===== src/rtl/mem_access.sv =====
`default_nettype none
// ============================================================================
// Module      : mem_access
// Description : Pipeline memory-access stage. Performs word loads and stores
//               over a req/gnt/rvalid port and emits one registered
//               writeback record per completed instruction.
// Revision    : 1.0 - initial release
// ============================================================================
module mem_access #(
    parameter int TIMEOUT = 255
) (
    input  wire logic        clk,
    input  wire logic        rst_n,
    input  wire logic        in_valid_i,
    output logic             in_ready_o,
    input  wire logic [4:0]  opcode_i,
    input  wire logic [31:0] alu_result_i,
    input  wire logic [31:0] store_data_i,
    input  wire logic [4:0]  rd_addr_i,
    output logic             dmem_req_o,
    output logic             dmem_we_o,
    output logic [31:0]      dmem_addr_o,
    output logic [31:0]      dmem_wdata_o,
    input  wire logic        dmem_gnt_i,
    input  wire logic        dmem_rvalid_i,
    input  wire logic [31:0] dmem_rdata_i,
    output logic             wb_valid_o,
    output logic [4:0]       wb_rd_o,
    output logic [31:0]      wb_data_o,
    output logic             misalign_o,
    output logic             bus_err_o
);

    localparam logic [4:0] c_OP_LW  = 5'b00001;
    localparam logic [4:0] c_OP_SW  = 5'b00010;
    localparam logic [4:0] c_OP_NOP = 5'b11111;

    localparam logic [1:0] c_S_IDLE = 2'd0;
    localparam logic [1:0] c_S_REQ  = 2'd1;
    localparam logic [1:0] c_S_WAIT = 2'd2;

    // Last counter value before the timeout fires; the abort lands TIMEOUT
    // cycles after entering WAIT.
    localparam logic [7:0] c_TO_LAST = 8'(TIMEOUT - 1);

    logic [1:0] r_state;
    logic [7:0] r_cnt;
    logic [4:0] r_rd;

    logic w_is_lw;
    logic w_is_sw;
    logic w_is_mem;

    assign w_is_lw    = (opcode_i == c_OP_LW);
    assign w_is_sw    = (opcode_i == c_OP_SW);
    assign w_is_mem   = w_is_lw | w_is_sw;
    assign in_ready_o = (r_state == c_S_IDLE);

    always_ff @(posedge clk or negedge rst_n) begin
        if (!rst_n) begin
            r_state      <= c_S_IDLE;
            r_cnt        <= '0;
            r_rd         <= '0;
            dmem_req_o   <= 1'b0;
            dmem_we_o    <= 1'b0;
            dmem_addr_o  <= '0;
            dmem_wdata_o <= '0;
            wb_valid_o   <= 1'b0;
            wb_rd_o      <= '0;
            wb_data_o    <= '0;
            misalign_o   <= 1'b0;
            bus_err_o    <= 1'b0;
        end else begin
            wb_valid_o <= 1'b0;
            misalign_o <= 1'b0;
            bus_err_o  <= 1'b0;

            case (r_state)
                c_S_IDLE: begin
                    if (in_valid_i) begin
                        r_rd <= rd_addr_i;
                        if (w_is_mem) begin
                            if (alu_result_i[1:0] != 2'b00) begin
                                misalign_o <= 1'b1;
                            end else begin
                                r_state      <= c_S_REQ;
                                dmem_req_o   <= 1'b1;
                                dmem_we_o    <= w_is_sw;
                                dmem_addr_o  <= alu_result_i;
                                dmem_wdata_o <= w_is_sw ? store_data_i : '0;
                            end
                        end else if (opcode_i != c_OP_NOP) begin
                            wb_valid_o <= (rd_addr_i != 5'd0);
                            wb_rd_o    <= rd_addr_i;
                            wb_data_o  <= alu_result_i;
                        end
                    end
                end

                c_S_REQ: begin
                    if (dmem_gnt_i) begin
                        dmem_req_o   <= 1'b0;
                        dmem_we_o    <= 1'b0;
                        dmem_addr_o  <= '0;
                        dmem_wdata_o <= '0;
                        if (dmem_we_o) begin
                            r_state <= c_S_IDLE;
                        end else begin
                            r_state <= c_S_WAIT;
                            r_cnt   <= '0;
                        end
                    end
                end

                c_S_WAIT: begin
                    if (dmem_rvalid_i) begin
                        wb_valid_o <= (r_rd != 5'd0);
                        wb_rd_o    <= r_rd;
                        wb_data_o  <= dmem_rdata_i;
                        r_state    <= c_S_IDLE;
                    end else if (r_cnt == c_TO_LAST) begin
                        bus_err_o <= 1'b1;
                        r_state   <= c_S_IDLE;
                    end else begin
                        r_cnt <= r_cnt + 8'd1;
                    end
                end

                default: r_state <= c_S_IDLE;
            endcase
        end
    end

endmodule
`default_nettype wire


===== config.mk =====
export PLATFORM = sky130hd
export DESIGN_NAME = mem_access
export DESIGN_NICKNAME = d
export VERILOG_FILES = /design/src/rtl/mem_access.sv
export SDC_FILE = /design/constraint.sdc
export NUM_CORES = 1
export LEC_CHECK = 0
export ABC_AREA = 1
export ABC_CLOCK_PERIOD_IN_PS = 1600
export CAP_MARGIN = 15
export CORE_UTILIZATION = 40
export DETAILED_ROUTE_END_ITERATION = 7
export GPL_TIMING_DRIVEN = 0
export HOLD_SLACK_MARGIN = 0.02
export PLACE_DENSITY_LB_ADDON = 0.05
export SYNTH_ARGS = -nofsm -noshare
export SYNTH_HDL_FRONTEND = slang
export SYNTH_SLANG_ARGS = --single-unit

===== constraint.sdc =====
create_clock -name clk -period 1.6 [get_ports clk]
set_clock_uncertainty 0.2 [all_clocks]
set_input_delay 0.48 -clock clk [delete_from_list [all_inputs] [get_ports clk]]
set_output_delay 0.48 -clock clk [all_outputs]
set_load 0.005 [all_outputs]

# ---- After elaboration in Yosys (flattened, before gate mapping)
# Cells that the tools add are included.
dict set report classes {
  add_sub_neg 1
  n_mul 0
  div 0
  magnitude_cmp 0
  n_eq_ne 17
  shifts 0
  mux 54
  bitwise 1
  n_reduce_logical 12
}
# op n
set ops {}
lappend ops {{$mux 32} 12}
lappend ops {{$pmux 32 s2} 3}
lappend ops {{$mux 8} 4}
lappend ops {{$mux 5} 4}
lappend ops {{$reduce_and 5->1} 4}
lappend ops {{$mux 1} 18}
lappend ops {{$ne 2x2->1 const B} 8}
lappend ops {{$pmux 8 s2} 1}
lappend ops {{$mux 2} 7}
lappend ops {{$pmux 5 s2} 1}
lappend ops {{$reduce_bool 5->1} 2}
lappend ops {{$add 8x1->8 const B} 1}
lappend ops {{$eq 8x8->1 const B} 1}
lappend ops {{$reduce_bool 2->1} 4}
lappend ops {{$pmux 1 s2} 3}
lappend ops {{$pmux 2 s3} 1}
lappend ops {{$eq 5x1->1 const B} 1}
lappend ops {{$eq 5x2->1 const B} 1}
lappend ops {{$ne 5x5->1 const B} 1}
lappend ops {{$ne 2x1->1 const B} 2}
lappend ops {{$ne 3x3->1 const B} 1}
lappend ops {{$eq 2x1->1 const B} 1}
lappend ops {{$eq 2x2->1 const B} 1}
lappend ops {{$logic_not 2->1} 1}
lappend ops {{other kinds (2)} 2}
dict set report word_totals {
  ff_bits 121
  latch_bits 0
  ram_bits 0
  mem_bits_ro 0
  in_bits 111
  output_inout_bits 107
  elab_cells 97
  mem_count 0
}

# ---- Logic depth before layout (Yosys ltp)
# Gate-level depths: netlist of run 1.
dict set report logic_depth {
  depth_word 6
  ltp_mapped 10
  mapped_depth_nobuf 10
}

# ---- Worst setup path before layout of run 1
# OpenSTA, ideal clock, no wires.
dict set report synth_timing {
  path_type {input to register}
  startpoint {input opcode_i[2]}
  endpoint {register dmem_we_o}
  setup_ns 0.117
  arrival_time_ns 1.264
  required_ns 1.283
  setup_slack_ns 0.020
  stages 9
  n_path_buf 1
  cell_sequence {nor2_1 > nand2_1 > nor2_1 > nand2_1 > nand2_1 > nand2_2 > buf_4 > nand2_1 > nand2_1}
}
dict set report synth_via {
  elab_chain_cells 5
  word_cells_on_any_way 9
  cone_classes {3 x eq/ne; 4 x mux; 1 x bitwise; 1 x reduce/logical}
}
# element line_no
set synth_rtl {}
lappend synth_rtl {{start: declaration} 16} ;# input wire logic [4:0] opcode_i,
lappend synth_rtl {{$eq 5x2->1} 55} ;# assign w_is_sw = (opcode_i == c_OP_SW);
lappend synth_rtl {{$mux 1} 83} ;# if (alu_result_i[1:0] != 2'b00) begin
lappend synth_rtl {{$mux 1} 82} ;# if (w_is_mem) begin
lappend synth_rtl {{$mux 1} 80} ;# if (in_valid_i) begin
lappend synth_rtl {{$pmux 1 s2} 78} ;# case (r_state)
lappend synth_rtl {{end signal: assignment} 88} ;# dmem_we_o <= w_is_sw;
lappend synth_rtl {{end: declaration} 21} ;# output logic dmem_we_o,
# Parallel ways exist; a longest one is shown, timed or not. The select of a mux whose other input is x is not followed.
# A chain may end at the register's enable or synchronous reset.

# ---- Worst setup path in the final report of run 1
dict set report layout_timing {
  startpoint {register r_state[1]}
  endpoint {output in_ready_o}
}
dict set report layout_via {
  elab_chain_cells 1
}
# element line_no
set layout_rtl {}
lappend layout_rtl {{start: declaration} 46} ;# logic [1:0] r_state;
lappend layout_rtl {{start signal: assignment} 61} ;# r_state <= c_S_IDLE;
lappend layout_rtl {{start signal: assignment} 86} ;# r_state <= c_S_REQ;
lappend layout_rtl {{start signal: assignment} 107} ;# r_state <= c_S_IDLE;
lappend layout_rtl {{$logic_not 2->1} 57} ;# assign in_ready_o = (r_state == c_S_IDLE);
lappend layout_rtl {{end: declaration} 15} ;# output logic in_ready_o,
# Every way passes these cells.

==> results of run 1 <==
[report_power, final]
group / total [mW] / internal (mW) / switching, mW / leakage, nW
clock network: 4.43 / 3.00 / 1.43 / 0.330
registers: 4.14 / 3.77 / 0.369 / 1.60
logic: 7.44 / 3.60 / 3.84 / 3.48
total: 16.0 / 10.4 / 5.64 / 5.41
[final cells by class]
type | count | area [um2]
inverters | 58 | 220
plain buffers | 37 | 367
clock inverters | 12 | 220
multi-input cells | 563 | 2590
well taps | 180 | 225
flip-flops and latches | 121 | 3030
repair buffers | 297 | 2440
fillers | 1228 | 4440
clock buffers | 20 | 457
[worst max-delay path: stages (launching register included)]
cell and delay, ns:
dfrtp_1 0.42, inv_2 0.11, nand2_4 0.07, inv_4 0.06, buf_6 0.09
[routing by layer]
layer,track usage (%),vias up,part of all wire [%]
met5,0,-,0
met4,8.49,0,1.8
met3,5.71,31,5.7
met2,41.1,159,49
met1,31.2,2798,44
li1,-,3019,-
[final timing paths]
check / startpoint / endpoint / slack (ns) / cells past startpoint
worst min register to register: dmem_wdata_o[2]$_DFFE_PN0P_ / dmem_wdata_o[2]$_DFFE_PN0P_ / 0.26 / 2
worst min-delay path: dmem_wdata_o[2]$_DFFE_PN0P_ / dmem_wdata_o[2]$_DFFE_PN0P_ / 0.26 / 2
worst max register to register: r_state[1]$_DFFE_PN0P_ / r_state[0]$_DFFE_PN0P_ / -0.21 / 11
max in group asynchronous: rst_n / dmem_addr_o[5]$_DFFE_PN0P_ / 0.24 / 3
min in group asynchronous: rst_n / wb_data_o[5]$_DFFE_PN0P_ / 0.37 / 2
worst max-delay path: r_state[1]$_DFFE_PN0P_ / in_ready_o / -0.24 / 4
[flip-flops by register name, indices dropped and copies added, names as in the netlist, 2 cells and up]
register,count
r_state,2
r_cnt,8
dmem_addr_o,32
dmem_wdata_o,32
r_rd,5
wb_data_o,32
wb_rd_o,5
[what timing repair did]
item,in CTS,in global routing
endpoints found under the setup margin,220,299
hold buffers,1,0
buffers inserted,33,34
endpoints found under the hold margin,43,0
resized for setup,504,70
cloned,4,9
pin swaps,6,20
[placed cells by master (no fill, tap or decap), drive strengths merged]
master         count
o21ai             11
dlygate4sd2        8
clkinv             5
clkdlybuf4s50    101
bufinv             6
xor2               2
nor2              18
nand2            440
dlygate4sd3        1
inv               58
buf              211
ha                 2
or2                4
nand4              1
o22ai              1
clkbuf            33
dfrtp            121
nand3             46
nor3              34
a21boi             2
a21oi              1
clkinvlp           1
xnor2              1
[stage by stage]
step / setup TNS, ns / total power [mW] / worst slack [ns] / hold WS (ns)
after CTS: -13.90 / 14.7 / -0.181 / 0.266
after global routing: -31.00 / 16.9 / -0.290 / 0.278
after detailed placement: -81.55 / 9.47 / -0.818 / 0.231
after global placement: -688.09 / 9.41 / -5.04 / 0.253
after floorplan: 0 / 6.96 / 0.0196 / -0.0156
final: -20.85 / 16.0 / -0.241 / 0.263
[cells by family after synthesis]
group,count (synthesis)
compound gates,15
xor+xnor,3
fa+ha+maj,2
buf+inv,96
flops,121
simple gates,541
==> impl_metrics.py, run 1 <==
metrics = {
    "sta": {
        "post-route-worst-setup-slack_ns": -0.241,
        "unrepaired_setup_endpoints_after_global_routing": "yes",
        "timing.max_slew.rel_slack_pct": 68.6,
        "max_freq_mhz": 543,
        "tightest_slew_ns": 0.471,
        "final-hold-violation-count": 0,
        "timing.final.setup_violations": 171,
        "timing_max_transition_violations_final": 0,
        "period_minus_slack_ns": 1.84,
        "timing.final.crit_share_pct": 115,
    },
    "floorplan": {
        "floorplan.die.height_um": 122,
        "die-area_um2": 14900,
        "core_um2": 14000,
        "die_w_um": 122,
        "starting_density_of_the_core_pct": 41.2,
        "floorplan.io_pins": 218,
        "rows": 43,
    },
    "global_routing": {
        "global_route.overflow_total": 0,
        "grt_pass1_vias": 5648,
        "grt_max_degree": 79,
        "grt_antenna_before_repair": 0,
        "wire_length_of_the_first_global_routing_pass_um": 28000,
        "grt.total_usage_pct": 24.6,
    },
    "logic_synthesis": {
        "top_cells_by_count_synth": "435 x nand2_1, 121 x dfrtp_1, 55 x inv_1",
        "area_share_of_fa_ha_maj_cells_after_synthesis_pct": 0.434,
        "synthSimpleGateAreaFrac_pct": 37.5,
        "synth_xor_xnor_area_share_pct": 0.456,
        "nets_in_the_synthesized_netlist": 891,
        "muxShareOfSynthArea_pct": 0,
        "synth_async_sr_flop_share_pct": 100,
        "postSynthRegisterBits": 121,
        "synth_most_common_cell": "nand2_1",
        "ys_top_cells_by_area": "dfrtp_1 53%, nand2_1 28%, nand3_1 4.0%, inv_1 3.6%, nor3_1 3.0%",
        "synth_top_cell_area_share_pct": 52.6,
        "postSynth.topFlopCell": "dfrtp_1",
        "synth_top_family_by_area": "simple AND/OR/NAND/NOR gates",
        "synth_area_per_cell_um2": 7.41,
        "yosys.cell_types.count": 24,
        "syn-cell-area_um2": 5760,
        "synth_top_cell_by_area": "dfrtp_1",
        "area_fraction_in_compound_gates_after_synthesis_pct": 1.48,
        "synth-seq-area-share_pct": 52.6,
        "synth_edf_count": 0,
        "synthesis.yosys.warnings": 0,
        "synth_cells": 778,
    },
    "worst_setup_path": {
        "timing.critical_path.from_type": "flip-flop",
        "required_ns": 0.92,
        "critical_path_class": "reg2out",
        "timing.critical_path.arrival_ns": 1.16,
        "critPathCaptureType": "primary output",
        "critPathMaxFanout": 2,
    },
    "finish": {
        "number_of_standard_cells_in_the_final_layout_excluding_fillers": 1288,
        "drive_above_1_share_pct": 29.6,
        "layout.cell_area.non_filler_um2": 9550,
        "num_antenna_cells": 0,
        "layout-area-overhead-vs-synth_pct": 65.7,
        "postLayoutCoreUtil_pct": 68.2,
        "num-nets-final": 1208,
    },
    "clock_tree": {
        "cts_tree": "yes",
        "clockRootBuffer": "clkbuf_16",
        "cts_num_sinks": 121,
        "cts_buffer_depth": 2,
        "worst_setup_hold_path_clk_slew_ns": 0.06,
        "clock_buffer_count_from_cts": 17,
        "htree_levels": 4,
        "worst_skew_pair.late_latency_ns": 0.42,
    },
    "place": {
        "detailedPlacementHpwl_um": 11700,
        "place_area_um2": 8190,
        "place.port_buffers": 217,
        "gp_routability_congestion": 0.795,
        "placed_cells_incl_taps": 1176,
    },
    "drt": {
        "detail_route.iter0.violations": 286,
        "firstDrtPassIters": 5,
        "detail_route.wirelength_um": 18800,
        "vias": 6007,
        "antenna_left": 0,
        "wire_per_inst_um": 14.6,
        "remaining_drc_errors": 0,
        "avgViaCountPerCell": 4.66,
    },
    "pwr": {
        "leakage_power_nw": 5.41,
        "p_per_area_nw_per_um2": 1680,
        "power.ir.vdd_worst_v": 0.000888,
    },
    "job": {
        "maxCapViolCount": 0,
    },
    "outcome": {
        "outcome": "finished with violations",
        "failing_checks": "negative setup slack",
    },
    "hold_path": {
        "hold_path_class": "reg2reg",
    },
}
Note: power is estimated with default switching activity, not from simulation.
==> run 2: changes to the inputs <==
--- a/config.mk
+++ b/config.mk
@@ -7,12 +7,12 @@
 export LEC_CHECK = 0
 export ABC_AREA = 1
 export ABC_CLOCK_PERIOD_IN_PS = 1600
-export CAP_MARGIN = 15
+export CAP_MARGIN = 40
 export CORE_UTILIZATION = 40
 export DETAILED_ROUTE_END_ITERATION = 7
 export GPL_TIMING_DRIVEN = 0
 export HOLD_SLACK_MARGIN = 0.02
-export PLACE_DENSITY_LB_ADDON = 0.05
+export PLACE_DENSITY = 0.73
 export SYNTH_ARGS = -nofsm -noshare
 export SYNTH_HDL_FRONTEND = slang
 export SYNTH_SLANG_ARGS = --single-unit
==> run 2 against run 1 <==
Against the previous run:
- the run still ends with negative setup slack left
- global-route usage rose by 0.76 points
- clock-buffer cell count rose by 4
- fmax decreased by 0.39%
- flip-flop and latch count unchanged
- worst hold slack is essentially flat
- via count grew 5.7%
- final cell count increased by 2.2%
- combinational power rose by 2%
- first-iteration DRC count rose by 28%
- design area grew 2.7%
- critical path depth did not move
- routed wire length up 6.6%
- critical endpoint unchanged
- highest routed layer unchanged
==> impl_metrics.py, run 2 (synthesis results as in run 1) <==
metrics = {
    "drt": {
        "detail_route.wirelength_um": 20000,
        "antenna_left": 0,
        "vias": 6349,
        "remaining_drc_errors": 0,
        "wire_per_inst_um": 15.2,
        "avgViaCountPerCell": 4.82,
        "detail_route.iter0.violations": 367,
        "firstDrtPassIters": 5,
    },
    "worst_setup_path": {
        "rr_endpoint": "dmem_wdata_o[8]$_DFFE_PN0P_",
        "critPathMaxFanout": 2,
        "crit_path_end": "in_ready_o",
        "timing.critical_path.from_type": "flip-flop",
        "timing.reg2reg.setup_slack_ns": -0.23,
        "critPathCaptureType": "primary output",
        "timing.reg2reg.worst_path_depth": 12,
        "timing.critical_path.from": "r_state[0]$_DFFE_PN0P_",
        "timing.critical_path.arrival_ns": 1.17,
        "regToRegStartpoint": "r_state[1]$_DFFE_PN0P_",
        "critical_path_class": "reg2out",
        "required_ns": 0.92,
    },
    "hold_path": {
        "timing.hold.worst.start": "wb_data_o[9]$_DFFE_PN0P_",
        "hold_path_class": "reg2reg",
    },
    "clock_tree": {
        "cts_buffer_depth": 2,
        "htree_levels": 4,
        "worst_setup_hold_path_clk_slew_ns": 0.06,
        "clockRootBuffer": "clkbuf_16",
        "clock_buffer_count_from_cts": 17,
        "worst_skew_pair.late_latency_ns": 0.42,
        "cts_num_sinks": 121,
        "cts_tree": "yes",
    },
    "global_routing": {
        "grt_pass1_vias": 5781,
        "grt.total_usage_pct": 25.4,
        "global_route.overflow_total": 0,
        "grt_max_degree": 62,
        "wire_length_of_the_first_global_routing_pass_um": 28800,
        "grt_antenna_before_repair": 2,
    },
    "sta": {
        "timing.final.crit_share_pct": 116,
        "post-route-worst-setup-slack_ns": -0.248,
        "tightest_slew_ns": 0.355,
        "unrepaired_setup_endpoints_after_global_routing": "yes",
        "period_minus_slack_ns": 1.85,
        "timing.final.setup_violations": 177,
        "max_freq_mhz": 541,
        "final-hold-violation-count": 0,
        "worst_hold_slack_ns": 0.263,
        "timing.max_slew.rel_slack_pct": 76.3,
        "timing_max_transition_violations_final": 0,
        "final.setup.tns_ns": -19.88,
    },
    "finish": {
        "postLayoutCoreUtil_pct": 70.1,
        "ff_latch_area_um2": 3030,
        "layout-area-overhead-vs-synth_pct": 70.2,
        "biggestRegsByFlops": "dmem_addr_o x32, dmem_wdata_o x32, wb_data_o x32",
        "num-nets-final": 1235,
        "layout_common_cells": "356 x nand2_1, 121 x dfrtp_1, 110 x buf_2, 101 x clkdlybuf4s50_1, 85 x buf_4",
        "area_of_combinational_cells_with_multiple_inputs_um2": 2740,
        "nFillCells": 1085,
        "drive_above_1_share_pct": 35.3,
        "mostFrequentLayoutCell": "nand2_1",
    },
    "outcome": {
        "outcome": "finished with violations",
        "failing_checks": "negative setup slack",
    },
    "floorplan": {
        "die_w_um": 122,
        "floorplan.io_pins": 218,
        "rows": 43,
        "core_um2": 14000,
        "die-area_um2": 14900,
        "floorplan.die.height_um": 122,
        "starting_density_of_the_core_pct": 41.2,
    },
    "place": {
        "detailedPlacementHpwl_um": 12100,
        "place.port_buffers": 217,
        "gp_routability_congestion": 0.801,
    },
    "pwr": {
        "power.ir.vdd_worst_v": 0.000965,
        "p_per_area_nw_per_um2": 1580,
        "leakage_power_nw": 5.59,
    },
    "job": {
        "maxCapViolCount": 0,
    },
}
[run 2: changes by cell type in the layout (fill, tap and decap cells not counted), sizes merged]
cell / before / now
clkinv: 5 / 4
nor2: 18 / 19
clkbuf: 33 / 34
buf: 211 / 241
diode: 0 / 2
dlygate4sd2: 8 / 7
nand2: 440 / 439
dlymetal6s2s: 0 / 1
bufinv: 6 / 2
[run 2: stage by stage]
step	total power, mW	setup slack, ns	instances	cell area [um2]
2_1_floorplan	6.96	0.0196	778	5760
3_3_place_gp	9.36	-5.06	1175	8160
3_5_place_dp	9.43	-0.851	1176	8190
4_1_cts	14.3	-0.182	1266	9040
5_1_grt	16.5	-0.303	1315	9800
6_report	15.5	-0.248	1316	9810
[run 2: routing by layer]
metal  up-vias  global-route usage, %  share of wire [%]
met2       235                   42.1                 50
met1      2984                   30.7                 40
met4         0                   11.2                3.2
li1       3085                      -                  -
met3        45                   7.07                7.0
met5         -                      0                  0
[run 2: worst min-delay path by stage]
stage | to | cells after the start
global placement | dmem_addr_o[29]$_DFFE_PN0P_ | 2
global route | wb_data_o[9]$_DFFE_PN0P_ | 2
detailed placement | wb_data_o[9]$_DFFE_PN0P_ | 2
finish | wb_data_o[9]$_DFFE_PN0P_ | 2
floorplan | bus_err_o$_DFF_PN0_ | 0
CTS | dmem_wdata_o[0]$_DFFE_PN0P_ | 2
[run 2: layout make-up]
cell class / instances / share of cell area (%)
clock inverters: 7 / 0.931
clock buffers: 24 / 5.01
flip-flops and latches: 121 / 30.9
repair buffers: 323 / 27.0
well taps: 180 / 2.30
multi-input cells: 563 / 27.9
diodes: 2 / 0.0510
inverters: 58 / 2.25
plain buffers: 38 / 3.67
[run 2: timing repair]
action,in CTS,in global routing
endpoints found under the setup margin,220,287
pin swaps,19,58
hold buffers,1,0
cloned,9,4
setup buffers,49,45
resized for setup,528,123
endpoints found under the hold margin,60,0
[run 2: power breakdown]
part | internal [mW] | switching, mW | total, mW
Sequential | 3.77 | 0.362 | 4.13
Clock | 2.44 | 1.35 | 3.79
Combinational | 3.68 | 3.94 | 7.62
Total | 9.89 | 5.65 | 15.5
[run 2: worst max-delay path: stages, from the launching register on]
cell     delay [ns]
dfrtp_1        0.40
inv_2          0.10
nand2_4        0.07
inv_4          0.08
buf_6          0.09
